### config.mk
export PLATFORM = sky130hd
export DESIGN_NAME = wb_bist_master
export DESIGN_NICKNAME = d
export VERILOG_FILES = /design/src/rtl/wb_bist_master.sv
export SDC_FILE = /design/constraint.sdc
export NUM_CORES = 1
export LEC_CHECK = 0
export BUFFER_PORTS_ARGS = -buffer_cell sky130_fd_sc_hd__buf_2
export CAP_MARGIN = 20
export CELL_PAD_IN_SITES_DETAIL_PLACEMENT = 2
export CELL_PAD_IN_SITES_GLOBAL_PLACEMENT = 2
export CORE_MARGIN = 1
export CORE_UTILIZATION = 33
export CTS_CLUSTER_SIZE = 20
export DETAILED_ROUTE_END_ITERATION = 6
export PLACE_DENSITY = 0.95
export SLEW_MARGIN = 10
export SYNTH_ARGS = -nofsm -noshare
export SYNTH_HDL_FRONTEND = slang
export SYNTH_SLANG_ARGS = --single-unit
### constraint.sdc
create_clock -name CLK_I -period 3.4 [get_ports CLK_I]
set_input_delay 0.34 -clock CLK_I [delete_from_list [all_inputs] [get_ports CLK_I]]
set_output_delay 0.34 -clock CLK_I [all_outputs]
set_load 0.01 [all_outputs]
### src/rtl/wb_bist_master.sv
// Wishbone classic BIST master: fills a window of the slave with SEED+i,
// reads it back and checks it, or both; reports mismatches and bus timeouts.
module wb_bist_master #(
   parameter int AW  = 3,
   parameter int DW  = 32,
   parameter int TMO = 15
) (
   input  logic          CLK_I,
   input  logic          RST_I,
   input  logic          START,
   input  logic [1:0]    MODE,
   input  logic [AW-1:0] BASE,
   input  logic [AW:0]   LEN,
   input  logic [DW-1:0] SEED,
   output logic          BUSY,
   output logic          DONE,
   output logic [AW:0]   ERR_CNT,
   output logic [AW-1:0] FIRST_ERR_ADR,
   output logic          TMO_ERR,
   output logic          CYC_O,
   output logic          STB_O,
   output logic          WE_O,
   output logic [AW-1:0] ADR_O,
   output logic [DW-1:0] DAT_O,
   input  logic [DW-1:0] DAT_I,
   input  logic          ACK_I,
   output logic [2:0]    DBG_STATE
);

   localparam int TW = $clog2(TMO + 1);
   localparam logic [TW-1:0] TMO_LAST = TW'(TMO - 1);
   localparam logic [AW:0]   ERR_MAX  = {1'b1, {AW{1'b0}}};

   typedef enum logic [2:0] {
      S_IDLE   = 3'd0,
      S_WR_REQ = 3'd1,
      S_WR_GAP = 3'd2,
      S_RD_REQ = 3'd3,
      S_RD_GAP = 3'd4,
      S_FINISH = 3'd5
   } state_t;

   state_t        state_q, state_d;
   logic          fc_q, fc_d;
   logic [AW:0]   len_q, len_d;
   logic [AW-1:0] base_q, base_d;
   logic [DW-1:0] seed_q, seed_d;
   logic [AW:0]   idx_q, idx_d;
   logic [AW-1:0] adr_q, adr_d;
   logic [DW-1:0] dat_q, dat_d;
   logic [TW-1:0] tmo_q, tmo_d;
   logic [AW:0]   err_cnt_q, err_cnt_d;
   logic [AW-1:0] first_err_q, first_err_d;
   logic          tmo_err_q, tmo_err_d;

   always_ff @(posedge CLK_I) begin
      if (RST_I) begin
         state_q     <= S_IDLE;
         fc_q        <= 1'b0;
         len_q       <= '0;
         base_q      <= '0;
         seed_q      <= '0;
         idx_q       <= '0;
         adr_q       <= '0;
         dat_q       <= '0;
         tmo_q       <= '0;
         err_cnt_q   <= '0;
         first_err_q <= '0;
         tmo_err_q   <= 1'b0;
      end else begin
         state_q     <= state_d;
         fc_q        <= fc_d;
         len_q       <= len_d;
         base_q      <= base_d;
         seed_q      <= seed_d;
         idx_q       <= idx_d;
         adr_q       <= adr_d;
         dat_q       <= dat_d;
         tmo_q       <= tmo_d;
         err_cnt_q   <= err_cnt_d;
         first_err_q <= first_err_d;
         tmo_err_q   <= tmo_err_d;
      end
   end

   always_comb begin
      state_d     = state_q;
      fc_d        = fc_q;
      len_d       = len_q;
      base_d      = base_q;
      seed_d      = seed_q;
      idx_d       = idx_q;
      adr_d       = adr_q;
      dat_d       = dat_q;
      tmo_d       = tmo_q;
      err_cnt_d   = err_cnt_q;
      first_err_d = first_err_q;
      tmo_err_d   = tmo_err_q;
      case (state_q)
         S_IDLE: begin
            if (START) begin
               fc_d        = (MODE == 2'b10);
               len_d       = LEN;
               base_d      = BASE;
               seed_d      = SEED;
               idx_d       = '0;
               adr_d       = BASE;
               dat_d       = SEED;
               tmo_d       = '0;
               err_cnt_d   = '0;
               first_err_d = '0;
               tmo_err_d   = 1'b0;
               if (LEN == '0)   state_d = S_FINISH;
               else if (MODE[0]) state_d = S_RD_REQ;
               else              state_d = S_WR_REQ;
            end
         end
         S_WR_REQ, S_RD_REQ: begin
            if (ACK_I) begin
               // Read data is checked on the same edge that completes the word.
               if (state_q == S_RD_REQ && DAT_I != dat_q) begin
                  if (err_cnt_q == '0) first_err_d = adr_q;
                  if (err_cnt_q != ERR_MAX) err_cnt_d = err_cnt_q + (AW+1)'(1);
               end
               idx_d   = idx_q + (AW+1)'(1);
               adr_d   = adr_q + AW'(1);
               dat_d   = dat_q + DW'(1);
               state_d = (state_q == S_WR_REQ) ? S_WR_GAP : S_RD_GAP;
            end else if (tmo_q == TMO_LAST) begin
               tmo_err_d = 1'b1;
               state_d   = S_FINISH;
            end else begin
               tmo_d = tmo_q + TW'(1);
            end
         end
         S_WR_GAP: begin
            tmo_d = '0;
            if (idx_q != len_q) begin
               state_d = S_WR_REQ;
            end else if (fc_q) begin
               idx_d   = '0;
               adr_d   = base_q;
               dat_d   = seed_q;
               state_d = S_RD_REQ;
            end else begin
               state_d = S_FINISH;
            end
         end
         S_RD_GAP: begin
            tmo_d   = '0;
            state_d = (idx_q != len_q) ? S_RD_REQ : S_FINISH;
         end
         S_FINISH: state_d = S_IDLE;
         default:  state_d = S_IDLE;
      endcase
   end

   // The idle gap between strobes keeps the slave's registered read ACK from
   // landing on a following strobe.
   assign CYC_O         = (state_q == S_WR_REQ) || (state_q == S_RD_REQ);
   assign STB_O         = CYC_O;
   assign WE_O          = (state_q == S_WR_REQ);
   assign ADR_O         = adr_q;
   assign DAT_O         = dat_q;
   assign BUSY          = (state_q != S_IDLE) && (state_q != S_FINISH);
   assign DONE          = (state_q == S_FINISH);
   assign ERR_CNT       = err_cnt_q;
   assign FIRST_ERR_ADR = first_err_q;
   assign TMO_ERR       = tmo_err_q;
   assign DBG_STATE     = state_q;

endmodule
# == Word level (Yosys, flattened, before mapping) ==
# Cells that the tools add are included.
# op_classes
addsub,5
n_eq_ne,22
n_mux,41
reduce_logical,19
# op_table
operator,count
2-to-1 mux 32 bit,4
case mux 32 bit (3 select lines),1
2-to-1 mux 3 bit,16
2-to-1 mux 4 bit,9
"adder 32 x 1 -> 32 bit, second input constant",1
inequality test 32 bit,1
case mux 4 bit (3 select lines),2
"inequality test 2 bit, second input constant",10
AND reduction 5 bit,3
"adder 4 x 1 -> 4 bit, second input constant",3
case mux 3 bit (4 select lines),1
case mux 3 bit (3 select lines),1
nonzero test 3 bit,3
logical NOT 4 bit,2
case mux 4 bit (2 select lines),1
AND reduction 4 bit,2
"equality test 3 x 2 -> 1 bit, second input constant",2
"equality test 3 bit, second input constant",2
"inequality test 3 bit, second input constant",2
case mux 3 bit (2 select lines),1
"equality test 4 bit, second input constant",1
inequality test 4 bit,1
"inequality test 4 bit, second input constant",1
AND reduction 2 bit,2
11 further kinds,15
# word_totals
reg_bits,94
inputBits,77
output_inout_bits,51
elab_cells,99

# == Longest topological paths before layout ==
# depth
depth_word,5
depth_mapped,10
mapped_depth_nobuf,8

# == Worst setup path after synthesis ==
# No wires, ideal clock.
# synth_path
kind,register to register
from,"reg dat_q[12], in the netlist DAT_O[12]"
to,"reg dat_q[29], in the netlist DAT_O[29]"
setup_time_ns,0.088
arrival_ns,1.768
required_time_ns,3.312
setup_slack_ns,1.544
path_stages_with_launch,9
n_path_buf,2
cell_sequence,dfxtp_1 > buf_2 > and4_1 > buf_2 > nand4_2 > nor3_4 > nand2_2 > o31a_1 > o32ai_2
# synth_via
elab_chain_len,3
# synth_rtl
item,line,rtl
start: declaration,50,"logic [DW-1:0] dat_q, dat_d;"
start signal: assignment,78,dat_q <= dat_d;
adder 32 x 1 -> 32 bit,127,dat_d = dat_q + DW'(1);
2-to-1 mux 32 bit,119,if (ACK_I) begin
case mux 32 bit (3 select lines),99,case (state_q)
# Every way passes these cells. The select of a mux whose other input is x is not followed.
# A chain may end at the register's enable or synchronous reset.

# == Worst setup path after layout ==
# layout_path
from,"reg state_q[0], in the netlist DBG_STATE[0]"
to,"reg dat_q[13], in the netlist DAT_O[13]"
# layout_via
elab_chain_len,4
elab_cells_between_ends,12
# layout_rtl
item,line,rtl
start: declaration,43,"state_t state_q, state_d;"
start signal: assignment,71,state_q <= state_d;
equality test 3 x 1 -> 1 bit / equality test 3 x 2 -> 1 bit (equally long branches),99,
OR reduction 2 bit,99,
inequality test 2 bit (no line) / nonzero test 3 bit (equally long branches),-,
AND reduction 5 bit (no line),-,
# Parallel ways exist; a longest one is shown, timed or not.

==> reports/qor.txt <==
PLACEMENT
--------------------------------------------------------------------------------
IO Port Bufs ......................................................          127
Half-perimeter wire length after detailed placement ...............     17000 um
Setup WS pre-CTS ..................................................     0.923 ns
Final GP Congestion ...............................................        0.827

LAYOUT
--------------------------------------------------------------------------------
Net count reported at finish ......................................          897
Final core utilization ............................................        0.408
Antenna Cells .....................................................            0
Relative area change from synthesis to final layout ...............        20.0%
Layout cells sized above 1 ........................................        0.207

GRT
--------------------------------------------------------------------------------
Via count of the first global-routing pass ........................         6755
Number of antenna violations at the first check in global routing .            0
All-layer global routing usage ....................................        0.317
First-pass GRT wire length ........................................     40300 um
Overflow left after global routing ................................            0
Pin count of the biggest net entering global routing ..............           42

FLOORPLANNING
--------------------------------------------------------------------------------
I/O pin cnt .......................................................          128
Full die area .....................................................   17000 um^2
Die boundary width ................................................       130 um
Effective utilization at floorplan ................................        0.340
Site Rows .........................................................           46
Die height ........................................................       130 um
Std-Cell Core Area ................................................   16000 um^2

CRITICAL PATH
--------------------------------------------------------------------------------
Worst endpoint required time ......................................      3.64 ns
Depth of the worst register-to-register path ......................            7
Setup crit start kind .............................................         flop
CP max FO .........................................................           33
Crit Path Category ................................................ flop to flop
Endpoint kind of the worst setup timing path ......................         flop
Worst r2r dst ..................................................... DAT_O[13]$_SDFFE_PP0P_
Register-to-Register Setup Slack ..................................      0.66 ns
Worst EP arrival ..................................................      2.98 ns
Crit. Startpoint .................................................. DBG_STATE[0]$_SDFFE_PP0P_
Worst reg2reg startpoint .......................................... DBG_STATE[0]$_SDFFE_PP0P_

STA
--------------------------------------------------------------------------------
# setup viols final ...............................................            0
Rel. slew slack ...................................................        0.439
Final worst path period need ......................................      2.74 ns
Fin Clk Skew ......................................................    0.0131 ns
Max Clk Rate ......................................................      365 MHz
RSZ-0062 raised after global routing ..............................        false
Slew at the pin closest to its max-slew limit .....................     0.841 ns
Final count of pins violating max slew ............................            0
Setup_tns .........................................................         0 ns
Final setup margin ................................................     0.657 ns
Final cycle utilization of the critical path ......................        0.807
Final Hold Viols ..................................................            0

CLOCKING
--------------------------------------------------------------------------------
Setup bufs post-CTS ...............................................            0
Longest Clk Path Bufs .............................................            2
TritonCTS clock tree ..............................................         done
Number of clock buffers inserted by TritonCTS .....................            9
H-tree levels .....................................................            3
Worst-path clk slew ...............................................      0.08 ns
Cells resized by post-CTS repair ..................................            0
Clock tree root buffer cell ....................................... sky130_fd_sc_hd__clkbuf_16
Skew-Pair Late Insertion Delay ....................................      0.37 ns
Number of buffers added to fix hold violations after cts ..........            0
Clock tree sinks ..................................................           94

DETAILED ROUTING
--------------------------------------------------------------------------------
Number of vias per cell after detailed routing ....................         6.16
Routed length per placed instance .................................      25.8 um
Number of detailed-route iterations in the first pass .............            6
Post-detailed-routing wire length .................................     26700 um
Number of design rule violations left after detail routing ........            0
Number of antenna-violating nets in the routed design .............            0
1st-iter DRT viols ................................................          598
Vias ..............................................................         6369

YOSYS
--------------------------------------------------------------------------------
Cell variety after synth ..........................................           63
Area fraction in compound gates after synthesis ...................        0.247
Average cell area after synthesis .................................    7.52 um^2
Cells after Synth .................................................          723
Largest family of logic cells by synthesized area ................. simple AND/OR/NAND/NOR gates
Mux cell area share after synthesis ...............................      0.00368
Flop and latch count out of synthesis .............................           94
Simple-gate share of the synthesized area .........................        0.268
Share of async-settable or async-resettable flops after synthesis .            0
Synthesized netlist net count .....................................          807
Post-synth EDFFs ..................................................            0
Primary FF master, synth .......................................... sky130_fd_sc_hd__dfxtp_1
Xor and xnor area share after synthesis ...........................       0.0645
Adder-Cell Fraction of Synth Area .................................       0.0161
Yosys warns .......................................................            0
Sequential share of the synthesized area ..........................        0.346
Post-synthesis cell area ..........................................    5440 um^2

RUN STATUS
--------------------------------------------------------------------------------
Outcome ...........................................................    completed

POWER AND IR DROP
--------------------------------------------------------------------------------
Leakage ...........................................................   0.00268 uW
Power after layout ................................................      4650 uW
Total power per unit cell area ....................................  714 nW/um^2
Worst supply voltage drop on vdd ..................................     0.284 mV

WORST HOLD PATH
--------------------------------------------------------------------------------
Min-Delay Startpoint ..............................................      SEED[7]
WHS Endpoint ...................................................... seed_q[7]$_SDFFE_PP0P_
Hold Crit Class ................................................... input port to flop
Hold Path Depth ...................................................            3

RUN
--------------------------------------------------------------------------------
Count of maximum capacitance violations ...........................            0

## worst max-delay path by stage
stage / endpoint / slack [ns]
after floorplan: DAT_O[29]$_SDFFE_PP0P_ / 1.54
after global placement: DAT_O[26]$_SDFFE_PP0P_ / 1.07
after detailed placement: DAT_O[26]$_SDFFE_PP0P_ / 0.92
after CTS: DAT_O[13]$_SDFFE_PP0P_ / 0.77
after global routing: DAT_O[13]$_SDFFE_PP0P_ / 0.58
final: DAT_O[13]$_SDFFE_PP0P_ / 0.66
## report_power, final
group / switching (uW) / internal (uW)
logic: 1210 / 571
registers: 326 / 1280
clock network: 503 / 762
## cells by family (layout without fill, tap and decap cells)
kind of cell,Yosys count,count (layout)
fa+ha+maj,7,7
xor+xnor,40,40
compound gates,219,219
simple gates,295,295
flops,94,94
buf+inv,66,161
mux,2,2
## cell usage after synthesis, types with 3 or more instances
library cell	number	area share
sky130_fd_sc_hd__nand2_2	3	0.0035
sky130_fd_sc_hd__nand2b_1	9	0.010
sky130_fd_sc_hd__xnor2_1	5	0.0081
sky130_fd_sc_hd__nand3b_1	4	0.0055
sky130_fd_sc_hd__dfxtp_1	94	0.35
sky130_fd_sc_hd__inv_1	6	0.0041
sky130_fd_sc_hd__and4_1	6	0.0097
sky130_fd_sc_hd__a311oi_1	3	0.0048
sky130_fd_sc_hd__nand4_1	15	0.017
sky130_fd_sc_hd__nor2b_1	5	0.0058
sky130_fd_sc_hd__a221o_1	3	0.0055
sky130_fd_sc_hd__nor2_1	42	0.029
sky130_fd_sc_hd__nor4_1	16	0.018
sky130_fd_sc_hd__nand2_1	127	0.088
sky130_fd_sc_hd__xor2_1	35	0.056
sky130_fd_sc_hd__a21o_1	3	0.0041
sky130_fd_sc_hd__a22o_1	5	0.0081
sky130_fd_sc_hd__a22oi_1	22	0.030
sky130_fd_sc_hd__buf_2	19	0.017
sky130_fd_sc_hd__nor3b_1	3	0.0041
sky130_fd_sc_hd__a21oi_1	99	0.091
sky130_fd_sc_hd__o31ai_1	6	0.0083
sky130_fd_sc_hd__a211oi_1	3	0.0041
sky130_fd_sc_hd__ha_1	7	0.016
sky130_fd_sc_hd__clkbuf_1	33	0.023
sky130_fd_sc_hd__or3_1	4	0.0046
sky130_fd_sc_hd__or4_1	3	0.0041
sky130_fd_sc_hd__nand3_1	20	0.018
sky130_fd_sc_hd__and2_1	7	0.0081
sky130_fd_sc_hd__o21ai_0	44	0.041
sky130_fd_sc_hd__buf_4	6	0.0083
sky130_fd_sc_hd__a31oi_1	4	0.0046
sky130_fd_sc_hd__and3_1	6	0.0069
sky130_fd_sc_hd__nor3_1	15	0.014
## per-layer routing
| layer | track usage | routed length, um |
|---|---|---|
| met5 | 0 | 0 |
| met4 | 0.145 | 970 |
| met3 | 0.0648 | 1650 |
| met2 | 0.525 | 12800 |
| met1 | 0.396 | 11300 |
## layout by cell type, fill, tap and decap left out, types with 4 or more instances in the layout
cell / n
sky130_fd_sc_hd__o21ai_0: 44
sky130_fd_sc_hd__nand3b_1: 4
sky130_fd_sc_hd__and4_1: 6
sky130_fd_sc_hd__nand2_1: 127
sky130_fd_sc_hd__dfxtp_1: 94
sky130_fd_sc_hd__a31oi_1: 4
sky130_fd_sc_hd__a22o_1: 5
sky130_fd_sc_hd__nand2b_1: 9
sky130_fd_sc_hd__nor2b_1: 5
sky130_fd_sc_hd__nor4_1: 16
sky130_fd_sc_hd__and3_1: 6
sky130_fd_sc_hd__buf_2: 127
sky130_fd_sc_hd__and2_1: 7
sky130_fd_sc_hd__a21oi_1: 99
sky130_fd_sc_hd__o31ai_1: 6
sky130_fd_sc_hd__buf_4: 12
sky130_fd_sc_hd__inv_1: 6
sky130_fd_sc_hd__ha_1: 7
sky130_fd_sc_hd__nor3_1: 15
sky130_fd_sc_hd__nand3_1: 20
sky130_fd_sc_hd__xnor2_1: 5
sky130_fd_sc_hd__nand4_1: 15
sky130_fd_sc_hd__xor2_1: 35
sky130_fd_sc_hd__or3_1: 4
sky130_fd_sc_hd__clkbuf_16: 9
sky130_fd_sc_hd__nor2_1: 42
sky130_fd_sc_hd__a22oi_1: 22
## per-stage QoR
step	instances	area [um^2]	hold WS [ns]
after CTS	1034	6520	0.221
final	1034	6520	0.222
after floorplan	723	5440	0.436
after global routing	1034	6520	0.230
after detailed placement	1018	6170	0.453
after global placement	1018	6170	0.442
## registers in the layout, summed over array words and instances (netlist names)
register       flops
idx_q              4
fc_q               1
len_q              4
DAT_O             32
TMO_ERR            1
DBG_STATE          3
base_q             3
tmo_q              4
FIRST_ERR_ADR      3
ADR_O              3
ERR_CNT            4
seed_q            32
## critical path, stage by stage (launching register included)
cell and delay [ns]:
sky130_fd_sc_hd__dfxtp_1 0.32, sky130_fd_sc_hd__buf_4 0.23, sky130_fd_sc_hd__nor2_1 0.40, sky130_fd_sc_hd__or2_2 0.69, sky130_fd_sc_hd__a22oi_1 0.29, sky130_fd_sc_hd__o21ai_0 0.17, sky130_fd_sc_hd__a21oi_1 0.12, sky130_fd_sc_hd__a311oi_1 0.38
## layout make-up
class                      instances  area, um^2
timing repair buffer             139         726
multi-input combinational        563        3270
sequential                        94        1880
tap                              216         270
clock inverter                     5         104
fill                            1876        9480
inverter                           6        22.5
clock buffer                      11         253
No activity file was read; power rests on OpenSTA's default activity.
